<file path="src/rtl/token_rr_scheduler.sv">
// Round-robin burst scheduler: shares one downstream token port between N_IN
// upstream streams, holding each grant for BURST_LEN tokens so bursts stay
// contiguous, and forwards tokens through a one-entry output register.
//
// state   | meaning
// --------+--------------------------------------------------------------
// S_IDLE  | no grant; pick next requester after ptr, load burst length
// S_BURST | stream g granted; accept tokens until rem reaches zero
module token_rr_scheduler #(
    parameter int N_IN   = 3,
    parameter int DATA_W = 16
) (
    input  logic                     CLK,
    input  logic                     RESET,
    input  logic [15:0]              BURST_LEN,
    input  logic [N_IN-1:0]          In_SEND,
    input  logic [N_IN*DATA_W-1:0]   In_DATA,
    input  logic [N_IN*16-1:0]       In_COUNT,
    output logic [N_IN-1:0]          In_ACK,
    output logic                     Out_SEND,
    output logic [DATA_W-1:0]        Out_DATA,
    output logic [15:0]              Out_COUNT,
    input  logic                     Out_RDY,
    input  logic                     Out_ACK,
    output logic [N_IN-1:0]          GRANT,
    output logic                     BUSY
);

    localparam int IDX_W = $clog2(N_IN);

    typedef enum logic {
        S_IDLE  = 1'b0,
        S_BURST = 1'b1
    } state_t;

    state_t             state_q, state_d;
    logic [IDX_W-1:0]   ptr_q, ptr_d;
    logic [IDX_W-1:0]   g_q, g_d;
    logic [15:0]        rem_q, rem_d;
    logic [DATA_W-1:0]  obuf_data_q, obuf_data_d;
    logic               obuf_valid_q, obuf_valid_d;

    logic [IDX_W-1:0]   sel_idx;
    logic               sel_found;
    logic [DATA_W-1:0]  g_data;
    logic               g_send;
    logic               space;
    logic               accept;

    // Debug-only taps; intentionally not part of any datapath.
    logic               unused_taps;
    assign unused_taps = ^{In_COUNT, Out_ACK};

    // Next requester after ptr with wrap: indices above ptr first, then the rest.
    always_comb begin
        sel_idx   = ptr_q;
        sel_found = 1'b0;
        for (int i = 0; i < N_IN; i++) begin
            if (!sel_found && In_SEND[i] && (IDX_W'(i) > ptr_q)) begin
                sel_found = 1'b1;
                sel_idx   = IDX_W'(i);
            end
        end
        for (int i = 0; i < N_IN; i++) begin
            if (!sel_found && In_SEND[i] && (IDX_W'(i) <= ptr_q)) begin
                sel_found = 1'b1;
                sel_idx   = IDX_W'(i);
            end
        end
    end

    // Mux the granted stream's request and data.
    always_comb begin
        g_data = '0;
        g_send = 1'b0;
        for (int i = 0; i < N_IN; i++) begin
            if (IDX_W'(i) == g_q) begin
                g_data = In_DATA[i*DATA_W +: DATA_W];
                g_send = In_SEND[i];
            end
        end
    end

    // FSM next state, acknowledge generation and output register update.
    always_comb begin
        state_d      = state_q;
        ptr_d        = ptr_q;
        g_d          = g_q;
        rem_d        = rem_q;
        obuf_data_d  = obuf_data_q;
        obuf_valid_d = obuf_valid_q;
        In_ACK       = '0;
        accept       = 1'b0;

        Out_SEND  = obuf_valid_q & Out_RDY;
        space     = ~obuf_valid_q | Out_SEND;

        case (state_q)
            S_IDLE: begin
                if (sel_found) begin
                    g_d     = sel_idx;
                    ptr_d   = sel_idx;
                    rem_d   = (BURST_LEN == 16'd0) ? 16'd1 : BURST_LEN;
                    state_d = S_BURST;
                end
            end
            S_BURST: begin
                accept = g_send & space;
                for (int i = 0; i < N_IN; i++) begin
                    if (IDX_W'(i) == g_q) begin
                        In_ACK[i] = accept;
                    end
                end
                if (accept) begin
                    if (rem_q != 16'd0) begin
                        rem_d = rem_q - 16'd1;
                    end
                    if (rem_q <= 16'd1) begin
                        state_d = S_IDLE;
                    end
                end
            end
            default: state_d = S_IDLE;
        endcase

        // A drain and an accept in the same cycle keep the register full.
        if (accept) begin
            obuf_data_d  = g_data;
            obuf_valid_d = 1'b1;
        end else if (Out_SEND) begin
            obuf_valid_d = 1'b0;
        end
    end

    // State and output register; reset discards any buffered token.
    always_ff @(posedge CLK) begin
        if (RESET) begin
            state_q      <= S_IDLE;
            ptr_q        <= IDX_W'(N_IN - 1);
            g_q          <= '0;
            rem_q        <= '0;
            obuf_data_q  <= '0;
            obuf_valid_q <= 1'b0;
        end else begin
            state_q      <= state_d;
            ptr_q        <= ptr_d;
            g_q          <= g_d;
            rem_q        <= rem_d;
            obuf_data_q  <= obuf_data_d;
            obuf_valid_q <= obuf_valid_d;
        end
    end

    // Status and output-side decode.
    always_comb begin
        Out_DATA  = obuf_data_q;
        Out_COUNT = Out_SEND ? 16'h0001 : 16'h0000;
        GRANT     = (state_q == S_BURST) ? ({{(N_IN-1){1'b0}}, 1'b1} << g_q) : '0;
        BUSY      = (state_q == S_BURST) | obuf_valid_q;
    end

endmodule

</file>
<file path="config.mk">
export PLATFORM = sky130hd
export DESIGN_NAME = token_rr_scheduler
export DESIGN_NICKNAME = d
export VERILOG_FILES = /design/src/rtl/token_rr_scheduler.sv
export SDC_FILE = /design/constraint.sdc
export NUM_CORES = 1
export LEC_CHECK = 0
export ABC_CLOCK_PERIOD_IN_PS = 1900
export CAP_MARGIN = 0
export CORE_MARGIN = 5
export CORE_UTILIZATION = 29
export DETAILED_ROUTE_END_ITERATION = 10
export MAX_ROUTING_LAYER = met4
export PLACE_DENSITY = 0.74
export SETUP_SLACK_MARGIN = 0.4
export SYNTH_ARGS = -nofsm -noshare
export SYNTH_HDL_FRONTEND = slang
export SYNTH_SLANG_ARGS = --single-unit
</file>
<file path="constraint.sdc">
create_clock -name CLK -period 1.9 [get_ports CLK]
set_input_delay 0.285 -clock CLK [delete_from_list [all_inputs] [get_ports CLK]]
set_output_delay 0.285 -clock CLK [all_outputs]
set_load 0.02 [all_outputs]
</file>
==> results by group, run 1 <==
Timing
  • RSZ-0062 raised after global routing: true
  • Highest attainable clock frequency: 551 MHz
  • Total negative slack for setup checks: 0 ns
  • Final worst path period share: 95.5%
  • Setup-failing EPs final: 0
  • Max Slew Vio Count: 0
  • Final number of hold-violating endpoints: 0
  • Final worst slack: 0.0855 ns
  • Clk_skew: 0.00808 ns
  • Worst hold margin: 0.494 ns
  • Minimum period implied by the final worst setup slack: 1.81 ns

Logic synthesis
  • Commonest register cell after synthesis: dfxtp_1
  • Async set-or-reset flop fraction in the synthesized netlist: 0%
  • Count of different cell masters after synthesis: 45
  • Syn_area_per_cell: 7.83 sq um
  • Post-Synthesis Cell Area: 2470 sq um
  • Register area share after synthesis: 30.0%
  • Synth Instances: 315
  • Synth warnings: 0
  • Number of synthesized register bits: 37
  • Count of flip-flops with a built-in enable after synthesis: 0

CTS
  • Clock tree buffer depth: 2
  • Post-cts hold buffer count: 0
  • Number of buffers added by the clock tree synthesis step: 5
  • CTS H-tree lvls: 2
  • Buffer cell driving the clock tree root: clkbuf_8
  • Clock network latency to the later pin of the worst-skew pair: 0.29 ns
  • CTS tree: done
  • CTS sink cnt: 37
  • Clock transition time at the flip-flop clock pins of the worst setup and hold paths: 0.08 ns

Layout
  • # diodes: 0
  • Number of cells in the finished layout apart from fillers: 549
  • Synth-to-layout area growth: 77.4%
  • Fraction of final layout cells with drive strength greater than 1: 34.0%
  • Layout Nets: 565
  • Final core utilization: 53.0%
  • Final-layout fill cell count: 761

Global route
  • Aggregate global-route resource usage: 16.5%
  • Vias in the first global route: 2899
  • Global-route congestion overflow total: 0
  • Wire length of the first global-routing pass: 13.2 mm
  • Initial antenna violation count: 0
  • Pin count of the biggest net entering global routing: 52

Setup path
  • Required time worst endpoint: 1.62 ns
  • Category of the worst setup path launch point: flip-flop
  • Largest fanout of any net on the critical path: 4
  • Type of destination of the critical path: output port
  • CP arrival: 1.53 ns
  • Critical path class: reg -> out

Pwr
  • Switching power total: 0.00115 W
  • Logic gate share of total power: 48.7%
  • Cell internal power dissipation: 0.00204 W
  • Leak Pwr: 1.72 nW
  • Part of the total power dissipated in sequential elements: 30.3%
  • Worst IR Drop VDD: 0.322 mV
  • Pwr Density: 728 nW/um^2
  • Fraction of power spent switching nets: 36.1%
  • Clock network fraction of design power: 21.0%

Placement
  • Number of I/O port buffers: 94
  • Detailed Place HPWL: 5.77 mm
  • Final estimated routing congestion in global placement: 0.938
  • Total instance count after detailed placement: 515
  • Place WS: -0.597 ns

Floorplanning
  • Die X-Extent: 102 um
  • Number of rows created at floorplan: 33
  • Total core area: 8260 sq um
  • I/O Pins: 159
  • Die area: 10500 sq um
  • Starting density of the core: 29.9%
  • Die height: 102 um

Detailed routing
  • Via density per instance: 5.32
  • Initial DRC Count: 152
  • WL per Instance: 16.7 um
  • DRC violations left: 0
  • First drt pass iteration count: 7
  • Count of vias placed by the detailed router: 2922
  • Count of nets left with antenna violations after detail routing: 0
  • Drt total wl: 9.16 mm

Job
  • Max_cap viols: 0

Worst hold path
  • Hold Crit Class: in -> reg

Status
  • Result of the run: complete, no violations
logic make-up after synthesis:
family / synth area share, %
AO/OA/AOI/OAI: 25.7
other: 0.152
adder cells (fa/ha/maj): 1.01
multiplexers: 8.11
flip-flops: 30.0
buffers and inverters: 10.7
AND/OR/NAND/NOR: 24.3
cells in the mapped netlist, types with 2 or more instances:
| library cell | number | share of area (%) |
|---|---|---|
| a31oi_1 | 3 | 0.76 |
| or2_2 | 2 | 0.51 |
| nor3_1 | 12 | 2.4 |
| a2bb2oi_1 | 2 | 0.71 |
| clkbuf_1 | 17 | 2.6 |
| o32ai_1 | 14 | 5.0 |
| and3_1 | 5 | 1.3 |
| nor3b_1 | 2 | 0.61 |
| nand4_1 | 2 | 0.51 |
| and2_1 | 5 | 1.3 |
| buf_2 | 4 | 0.81 |
| nand3_1 | 6 | 1.2 |
| o21a_1 | 3 | 0.91 |
| inv_1 | 2 | 0.30 |
| nand2b_1 | 15 | 3.8 |
| o21ai_0 | 2 | 0.41 |
| nand2_1 | 8 | 1.2 |
| ha_1 | 2 | 1.0 |
| nor4_1 | 4 | 1.0 |
| nor2b_1 | 4 | 1.0 |
| buf_4 | 19 | 5.8 |
| mux2i_1 | 20 | 8.1 |
| dfxtp_1 | 37 | 30 |
| buf_6 | 2 | 0.91 |
| a211oi_1 | 16 | 4.9 |
| or3_1 | 2 | 0.51 |
| a22oi_1 | 6 | 1.8 |
| a21oi_1 | 40 | 8.1 |
| nor2_1 | 43 | 6.5 |
power by group through the flow:
stage | logic, W | clock network [W] | registers (W)
2_1_floorplan | 0.000673 | 0 | 0.000990
3_3_place_gp | 0.00110 | 0 | 0.000956
3_5_place_dp | 0.00112 | 0 | 0.000961
4_1_cts | 0.00131 | 0.000682 | 0.000945
5_1_grt | 0.00166 | 0.000714 | 0.000973
6_report | 0.00155 | 0.000670 | 0.000964
worst paths after layout:
| kind | start | to | slack (ns) | cells past startpoint |
|---|---|---|---|---|
| setup reg to reg | rem_q[7]$_SDFFE_PP0P_ | rem_q[15]$_SDFFE_PP0P_ | 0.11 | 6 |
| hold reg to reg | Out_DATA[0]$_SDFFE_PP0P_ | Out_DATA[0]$_SDFFE_PP0P_ | 0.49 | 2 |
| hold / removal | In_SEND[2] | ptr_q[1]$_SDFFE_PP1P_ | 0.49 | 4 |
| setup / recovery | ptr_q[0]$_SDFFE_PP0P_ | In_ACK[0] | 0.09 | 5 |
routing by layer:
metal	up-vias	global-route usage (%)	wire, um
met3	33	4.16	840
li1	1379	-	-
met1	1342	19.3	3510
met5	-	-	0
met2	168	26.9	4510
met4	0	6.86	296
placed cells by master, fill, tap and decap left out, drive strengths merged, types with 2 or more instances in the layout:
cell type | Yosys | routed
a21oi | 40 | 40
clkdlybuf4s50 | 0 | 66
conb | 1 | 15
nor4 | 5 | 5
o21a | 3 | 3
dlygate4sd2 | 0 | 19
nor2 | 43 | 43
nand2b | 15 | 15
dfxtp | 37 | 37
or3 | 2 | 2
a22oi | 6 | 6
mux2i | 20 | 20
and2 | 6 | 7
nor2b | 4 | 4
a211oi | 16 | 16
nor3b | 2 | 2
nand3 | 6 | 6
a2bb2oi | 2 | 2
inv | 2 | 3
or2 | 2 | 2
o32ai | 14 | 14
nand2 | 9 | 9
and3 | 5 | 5
ha | 2 | 2
nor3 | 12 | 12
buf | 26 | 62
clkbuf | 17 | 7
o21ai | 3 | 3
a31oi | 3 | 3
nand4 | 2 | 2
final cells by class:
type	count	area, sq um	share of cell area [%]
inverter	3	13.8	0.314
tap	105	131	3.00
multi-input combinational	247	1880	43.0
clock inverter	2	35.0	0.800
clock buffer	5	68.8	1.57
timing repair buffer	150	1490	34.1
sequential	37	753	17.2
through the flow:
stage / instance area (sq um) / total power, W
6_report: 4380 / 0.00319
5_1_grt: 4380 / 0.00334
4_1_cts: 4040 / 0.00294
3_5_place_dp: 3620 / 0.00208
3_3_place_gp: 3620 / 0.00206
2_1_floorplan: 2590 / 0.00166
registers in the layout, indices dropped and copies added, names as in the netlist:
register	count
g_q	1
rem_q	16
state_q	1
ptr_q	2
obuf_valid_q	1
Out_DATA	16
worst max-delay path, stage by stage, from the launching register on:
cell and delay [ns]:
dfxtp_2 0.34, mux2i_2 0.15, o21ai_2 0.18, and3_4 0.24, nor3b_4 0.19, buf_6 0.14
timing repair:
item | CTS | global route
endpoints found under the setup margin | 58 | 42
cloned | 3 | 3
setup buffers | 14 | 7
pin swaps | 29 | 27
resized for setup | 108 | 55
Note: power is estimated with default switching activity, not from simulation.
==> inputs of run 2 (changes only) <==
ABC_CLOCK_PERIOD_IN_PS = 1750   (was 1900)
clock period = 1.75 ns   (was 1.9 ns; I/O delays follow)
==> run 2 against run 1 <==
  * The flow now finishes with violations (negative setup slack)
  * Clock-buffer cell count up 1
  * Via count grew 1.5%
  * Sequential power rose by 8%
  * Register-to-register slack lost 0.14 ns
  * Routed wire length up 3.7%
  * Largest power group unchanged
  * Highest routed layer unchanged
==> results by group, run 2 (synthesis results as in run 1) <==
Detailed routing
  • Count of vias placed by the detailed router: 2967
  • DRC violations left: 0
  • First drt pass iteration count: 4
  • Via density per instance: 5.22
  • Count of nets left with antenna violations after detail routing: 0
  • Initial DRC Count: 95
  • WL per Instance: 16.7 um
  • Drt total wl: 9.50 mm

Pwr
  • Worst IR Drop VDD: 0.354 mV
  • Part of the total power dissipated in sequential elements: 28.4%
  • Logic gate share of total power: 49.7%
  • Clock network fraction of design power: 21.9%
  • Leak Pwr: 1.83 nW
  • Pwr Density: 787 nW/um^2
  • Fraction of power spent switching nets: 35.5%
  • Switching power total: 0.00129 W
  • Cell internal power dissipation: 0.00235 W

Layout
  • Layout Nets: 583
  • Synth-to-layout area growth: 87.5%
  • Final core utilization: 56.0%
  • Highest-count cells in the layout ignoring fill and taps: 65 x clkdlybuf4s50_1, 57 x buf_4, 34 x nor2_1
  • # diodes: 0
  • Most common library cell in the layout ignoring fill and taps: clkdlybuf4s50_1
  • Fraction of final layout cells with drive strength greater than 1: 40.8%

Placement
  • Detailed Place HPWL: 6.27 mm
  • Number of I/O port buffers: 94
  • Final estimated routing congestion in global placement: 0.950
  • Place WS: -0.673 ns

Global route
  • Pin count of the biggest net entering global routing: 30
  • Wire length of the first global-routing pass: 14.4 mm
  • Met2 layer usage reported by global route: 30.0%
  • Initial antenna violation count: 0
  • Met3 capacity usage during global routing: 5.60%
  • Aggregate global-route resource usage: 18.1%
  • Most used routing layer: met2
  • Global-route congestion overflow total: 0
  • Vias in the first global route: 3008
  • Met1 layer usage reported by global route: 20.9%

Setup path
  • CP arrival: 1.97 ns
  • CP max stage cell: dfxtp_2
  • Largest fanout of any net on the critical path: 3
  • Number of cells traversed by the worst register-to-register path: 10
  • Category of the worst setup path launch point: flip-flop
  • Chain of cells forming the critical path: nor3_4, buf_4, buf_4, buf_4, buf_4, buf_4, nand2_1, nor3_2, a21oi_2, o32ai_2
  • Required time worst endpoint: 1.94 ns
  • Crit-path max cell delay: 0.35 ns
  • Critical path class: reg -> reg
  • CP dominant cell by count: buf_4
  • Type of destination of the critical path: flip-flop

Timing
  • Slew Limit Headroom: 55.6%
  • Final worst path period share: 102%
  • Highest attainable clock frequency: 562 MHz
  • Final worst slack: -0.0289 ns
  • Setup-failing EPs final: 1
  • Minimum period implied by the final worst setup slack: 1.78 ns
  • Slew of the pin with the lowest slew margin: 0.666 ns
  • Clk_skew: 0.00607 ns
  • Worst hold margin: 0.494 ns
  • RSZ-0062 raised after global routing: true
  • Max Slew Vio Count: 0
  • Final number of hold-violating endpoints: 0

CTS
  • CTS H-tree lvls: 2
  • Clock transition time at the flip-flop clock pins of the worst setup and hold paths: 0.08 ns
  • Post-cts hold buffer count: 0
  • Clock network latency to the later pin of the worst-skew pair: 0.29 ns
  • CTS tree: done
  • Number of buffers added by the clock tree synthesis step: 5
  • Buffer cell driving the clock tree root: clkbuf_8
  • Clock tree buffer depth: 2
  • CTS sink cnt: 37

Floorplanning
  • I/O Pins: 159
  • Die area: 10500 sq um
  • Total core area: 8260 sq um
  • Die X-Extent: 102 um
  • Starting density of the core: 29.9%
  • Number of rows created at floorplan: 33
  • Die height: 102 um

Worst hold path
  • Number of cells traversed by the worst hold path: 4
  • Hold Crit Class: in -> reg

Job
  • Max_cap viols: 0

Status
  • Violations in the final reports: negative setup slack
  • Result of the run: finished, violations left
## run 2: changes by cell type in the layout (fill, tap and decap cells not counted), moves of 4 or more
cell,previous run,this run
buf_12,3,7
dfxtp_1,31,24
buf_4,36,57
dfxtp_2,4,11
a21oi_2,5,15
a21oi_1,34,25
## run 2: final cells by class
cell class                 count  area, sq um
clock inverter                 2         37.5
timing repair buffer         168         1650
inverter                       3         16.3
tap                          105          131
multi-input combinational    247         1950
fill                         724         3630
clock buffer                   6         82.6
sequential                    37          762
## run 2: what timing repair did
action / 4_1_cts / 5_1_grt
gates resized for setup: 121 / 69
endpoints found under the setup margin: 59 / 43
setup buffers: 19 / 10
pin swaps: 31 / 11
gates cloned: 3 / 1
## run 2: worst paths after layout
kind,from,to,slack (ns)
max,rem_q[11]$_SDFFE_PP0P_,rem_q[14]$_SDFFE_PP0P_,-0.03
min,In_SEND[2],ptr_q[1]$_SDFFE_PP1P_,0.49
max reg2reg,rem_q[11]$_SDFFE_PP0P_,rem_q[14]$_SDFFE_PP0P_,-0.03
min reg2reg,rem_q[15]$_SDFFE_PP0P_,rem_q[15]$_SDFFE_PP0P_,0.50
## run 2: power groups by stage
stage | Sequential [W] | Clock (W) | Combinational (W)
after floorplan | 0.00108 | 0 | 0.000746
after global placement | 0.00103 | 0 | 0.00128
after detailed placement | 0.00104 | 0 | 0.00131
after CTS | 0.00102 | 0.000827 | 0.00158
after global routing | 0.00105 | 0.000871 | 0.00194
final | 0.00104 | 0.000797 | 0.00181
## run 2: per-stage QoR
step | power [W] | area (sq um) | TNS, ns | std cells
after detailed placement | 0.00234 | 3720 | -8.06 | 527
after floorplan | 0.00182 | 2640 | 0 | 329
after global placement | 0.00231 | 3720 | -7.13 | 527
after global routing | 0.00386 | 4630 | -0.407 | 568
after CTS | 0.00343 | 4250 | -0.0103 | 557
final | 0.00364 | 4630 | -0.0289 | 568
## run 2: worst max-delay path, delay by kind of cell (launching register included)
| kind | cells | cell delay (ns) |
|---|---|---|
| AOI/OAI and AO/OA | 2 | 0.34 |
| buffers and inverters | 5 | 0.51 |
| DFF | 1 | 0.35 |
| and+or+nand+nor | 3 | 0.49 |
## run 2: metal layers
layer  share of wire [%]  wire (um)
met1                  39       3680
met2                  50       4720
met3                 9.4        892
met4                 2.1        197
met5                   0          0
==> inputs of run 3 (changes only) <==
CORE_MARGIN = 4   (was 5)
==> run 3 against run 2 <==
  * The run now ends clean
  * Fmax up 1.8%
  * First-iteration DRC count decreased by 3.2%
  * Final cell count grew 0.18%
  * Register-to-register slack better by 0.07 ns
  * Power is 7.6% lower
  * Hold slack worse by 0.022 ns
  * Combinational power decreased by 6%
==> results by group, run 3 (synthesis results as in run 1) <==
Setup path
  • CP arrival: 1.48 ns
  • Crit Reg-Reg Startpoint: rem_q[6]$_SDFFE_PP0P_
  • Reg-to-reg slack, setup: 0.04 ns
  • Type of destination of the critical path: output port
  • Chain of cells forming the critical path: mux2i_1, o21ai_2, and3_4, nor3b_4, buf_6
  • Reg-to-reg endpoint: rem_q[14]$_SDFFE_PP0P_
  • Crit-path max cell delay: 0.35 ns
  • Required time worst endpoint: 1.49 ns
  • Category of the worst setup path launch point: flip-flop
  • Critical path class: reg -> out
  • CP max stage cell: dfxtp_4
  • Largest fanout of any net on the critical path: 4
  • Number of cells traversed by the worst register-to-register path: 7

Pwr
  • Leak Pwr: 1.85 nW
  • Worst IR Drop VDD: 0.302 mV
  • Pwr Density: 729 nW/um^2

Layout
  • Layout Nets: 585
  • # diodes: 0
  • Storage cell area: 762 sq um
  • Fraction of final layout cells with drive strength greater than 1: 37.5%
  • Highest-count cells in the layout ignoring fill and taps: 65 x clkdlybuf4s50_1, 52 x buf_4, 37 x a21oi_1
  • Final-layout fill cell count: 732
  • Most common library cell in the layout ignoring fill and taps: clkdlybuf4s50_1
  • Synth-to-layout area growth: 87.0%
  • Area used by multi-input combinational logic: 1910 sq um

Timing
  • Highest attainable clock frequency: 572 MHz
  • Slew of the pin with the lowest slew margin: 0.801 ns
  • Minimum period implied by the final worst setup slack: 1.75 ns
  • Final number of hold-violating endpoints: 0
  • Worst hold margin: 0.472 ns
  • RSZ-0062 raised after global routing: true
  • Setup-failing EPs final: 0
  • Final worst path period share: 99.8%
  • Total negative slack for setup checks: 0 ns
  • Max Slew Vio Count: 0
  • Clk_skew: 0.00367 ns
  • Slew Limit Headroom: 46.6%

Global route
  • Wire length of the first global-routing pass: 13.7 mm
  • Pin count of the biggest net entering global routing: 35
  • Global-route congestion overflow total: 0
  • Aggregate global-route resource usage: 17.4%
  • Initial antenna violation count: 0
  • Vias in the first global route: 2964

Floorplanning
  • Die height: 100 um
  • Die X-Extent: 100 um
  • Starting density of the core: 29.9%
  • Total core area: 8260 sq um
  • I/O Pins: 159
  • Die area: 10000 sq um
  • Number of rows created at floorplan: 33

Detailed routing
  • Metal-1 WL: 3.84 mm
  • Via density per instance: 5.21
  • Initial DRC Count: 92
  • First drt pass iteration count: 4
  • Count of vias placed by the detailed router: 2962
  • Drt total wl: 9.37 mm
  • DRC violations left: 0
  • Met3 wirelength from detailed routing: 583 um
  • Sum of met2 wire segment lengths after detailed routing: 4.78 mm
  • WL per Instance: 16.5 um
  • Count of nets left with antenna violations after detail routing: 0
  • Uppermost signal routing layer after detailed routing: met4

CTS
  • CTS tree: done
  • Clock network latency to the later pin of the worst-skew pair: 0.29 ns
  • CTS sink cnt: 37
  • Buffer cell driving the clock tree root: clkbuf_8
  • Post-cts hold buffer count: 0
  • Number of buffers added by the clock tree synthesis step: 5
  • Clock transition time at the flip-flop clock pins of the worst setup and hold paths: 0.07 ns
  • CTS H-tree lvls: 2
  • Clock tree buffer depth: 2

Worst hold path
  • Hold Crit Class: reg -> reg
  • WHS Endpoint: rem_q[1]$_SDFFE_PP0P_
  • Hold_sp: rem_q[1]$_SDFFE_PP0P_
  • Number of cells traversed by the worst hold path: 2

Placement
  • Number of I/O port buffers: 94
  • Final estimated routing congestion in global placement: 0.878
  • Detailed Place HPWL: 5.99 mm

Job
  • Max_cap viols: 0

Status
  • Result of the run: complete, no violations
run 3: cell count changes in the layout (fill, tap and decap cells not counted), sizes merged:
cell / delta
bufbuf: -1
bufinv: -1
clkbuf: +4
clkinvlp: -1
run 3: through the flow:
step | cells | util, % | power [W] | area, sq um | setup WS (ns)
6_report | 569 | 55.9 | 0.00337 | 4610 | 0.00327
5_1_grt | 569 | 55.9 | 0.00356 | 4610 | -0.0645
4_1_cts | 550 | 51.1 | 0.00319 | 4220 | -0.0393
3_5_place_dp | 529 | 45.3 | 0.00233 | 3740 | -0.722
3_3_place_gp | 529 | 45.3 | 0.00230 | 3740 | -0.729
2_1_floorplan | 329 | - | 0.00182 | 2640 | 0.0183
run 3: layout make-up:
class                   count  area share, %
multi-input cells         247           41.3
repair buffers            170           37.1
flip-flops and latches     37           16.5
well taps                 105           2.85
clock buffers               7           1.87
inverters                   3          0.352
run 3: power by group:
part	internal, W	switching [W]
clock	0.000313	0.000305
combinational	0.000895	0.000816
sequential	0.000945	0.0000922
run 3: per-layer routing:
layer	vias up	global-route usage, %
met3	19	3.06
met1	1400	20.3
met5	-	-
met2	123	30.7
li1	1420	-
met4	0	4.56
run 3: worst max-delay path by stage:
| stage | from | endpoint | slack (ns) | cells past startpoint |
|---|---|---|---|---|
| 2_1_floorplan | rem_q[5]$_SDFFE_PP0P_ | rem_q[3]$_SDFFE_PP0P_ | 0.02 | 7 |
| 3_3_place_gp | In_SEND[1] | In_ACK[0] | -0.73 | 6 |
| 3_5_place_dp | In_SEND[1] | In_ACK[0] | -0.72 | 6 |
| 4_1_cts | ptr_q[0]$_SDFFE_PP0P_ | In_ACK[1] | -0.04 | 5 |
| 5_1_grt | ptr_q[0]$_SDFFE_PP0P_ | In_ACK[0] | -0.06 | 5 |
| 6_report | ptr_q[0]$_SDFFE_PP0P_ | In_ACK[0] | 0.003 | 5 |
run 3: worst max-delay path, delay by kind of cell (launching register included):
family	cells	cell delay, ns
AND/OR/NAND/NOR	2	0.43
flip-flops	1	0.35
AO/OA/AOI/OAI	1	0.16
buffers and inverters	1	0.14
multiplexers	1	0.12
run 3: timing repair:
| item | 4_1_cts | 5_1_grt |
|---|---|---|
| pin swaps | 25 | 12 |
| resized for setup | 131 | 49 |
| endpoints found under the hold margin | 0 | 0 |
| setup buffers | 12 | 14 |
| endpoints found under the setup margin | 60 | 40 |
| gates cloned | 2 | 5 |
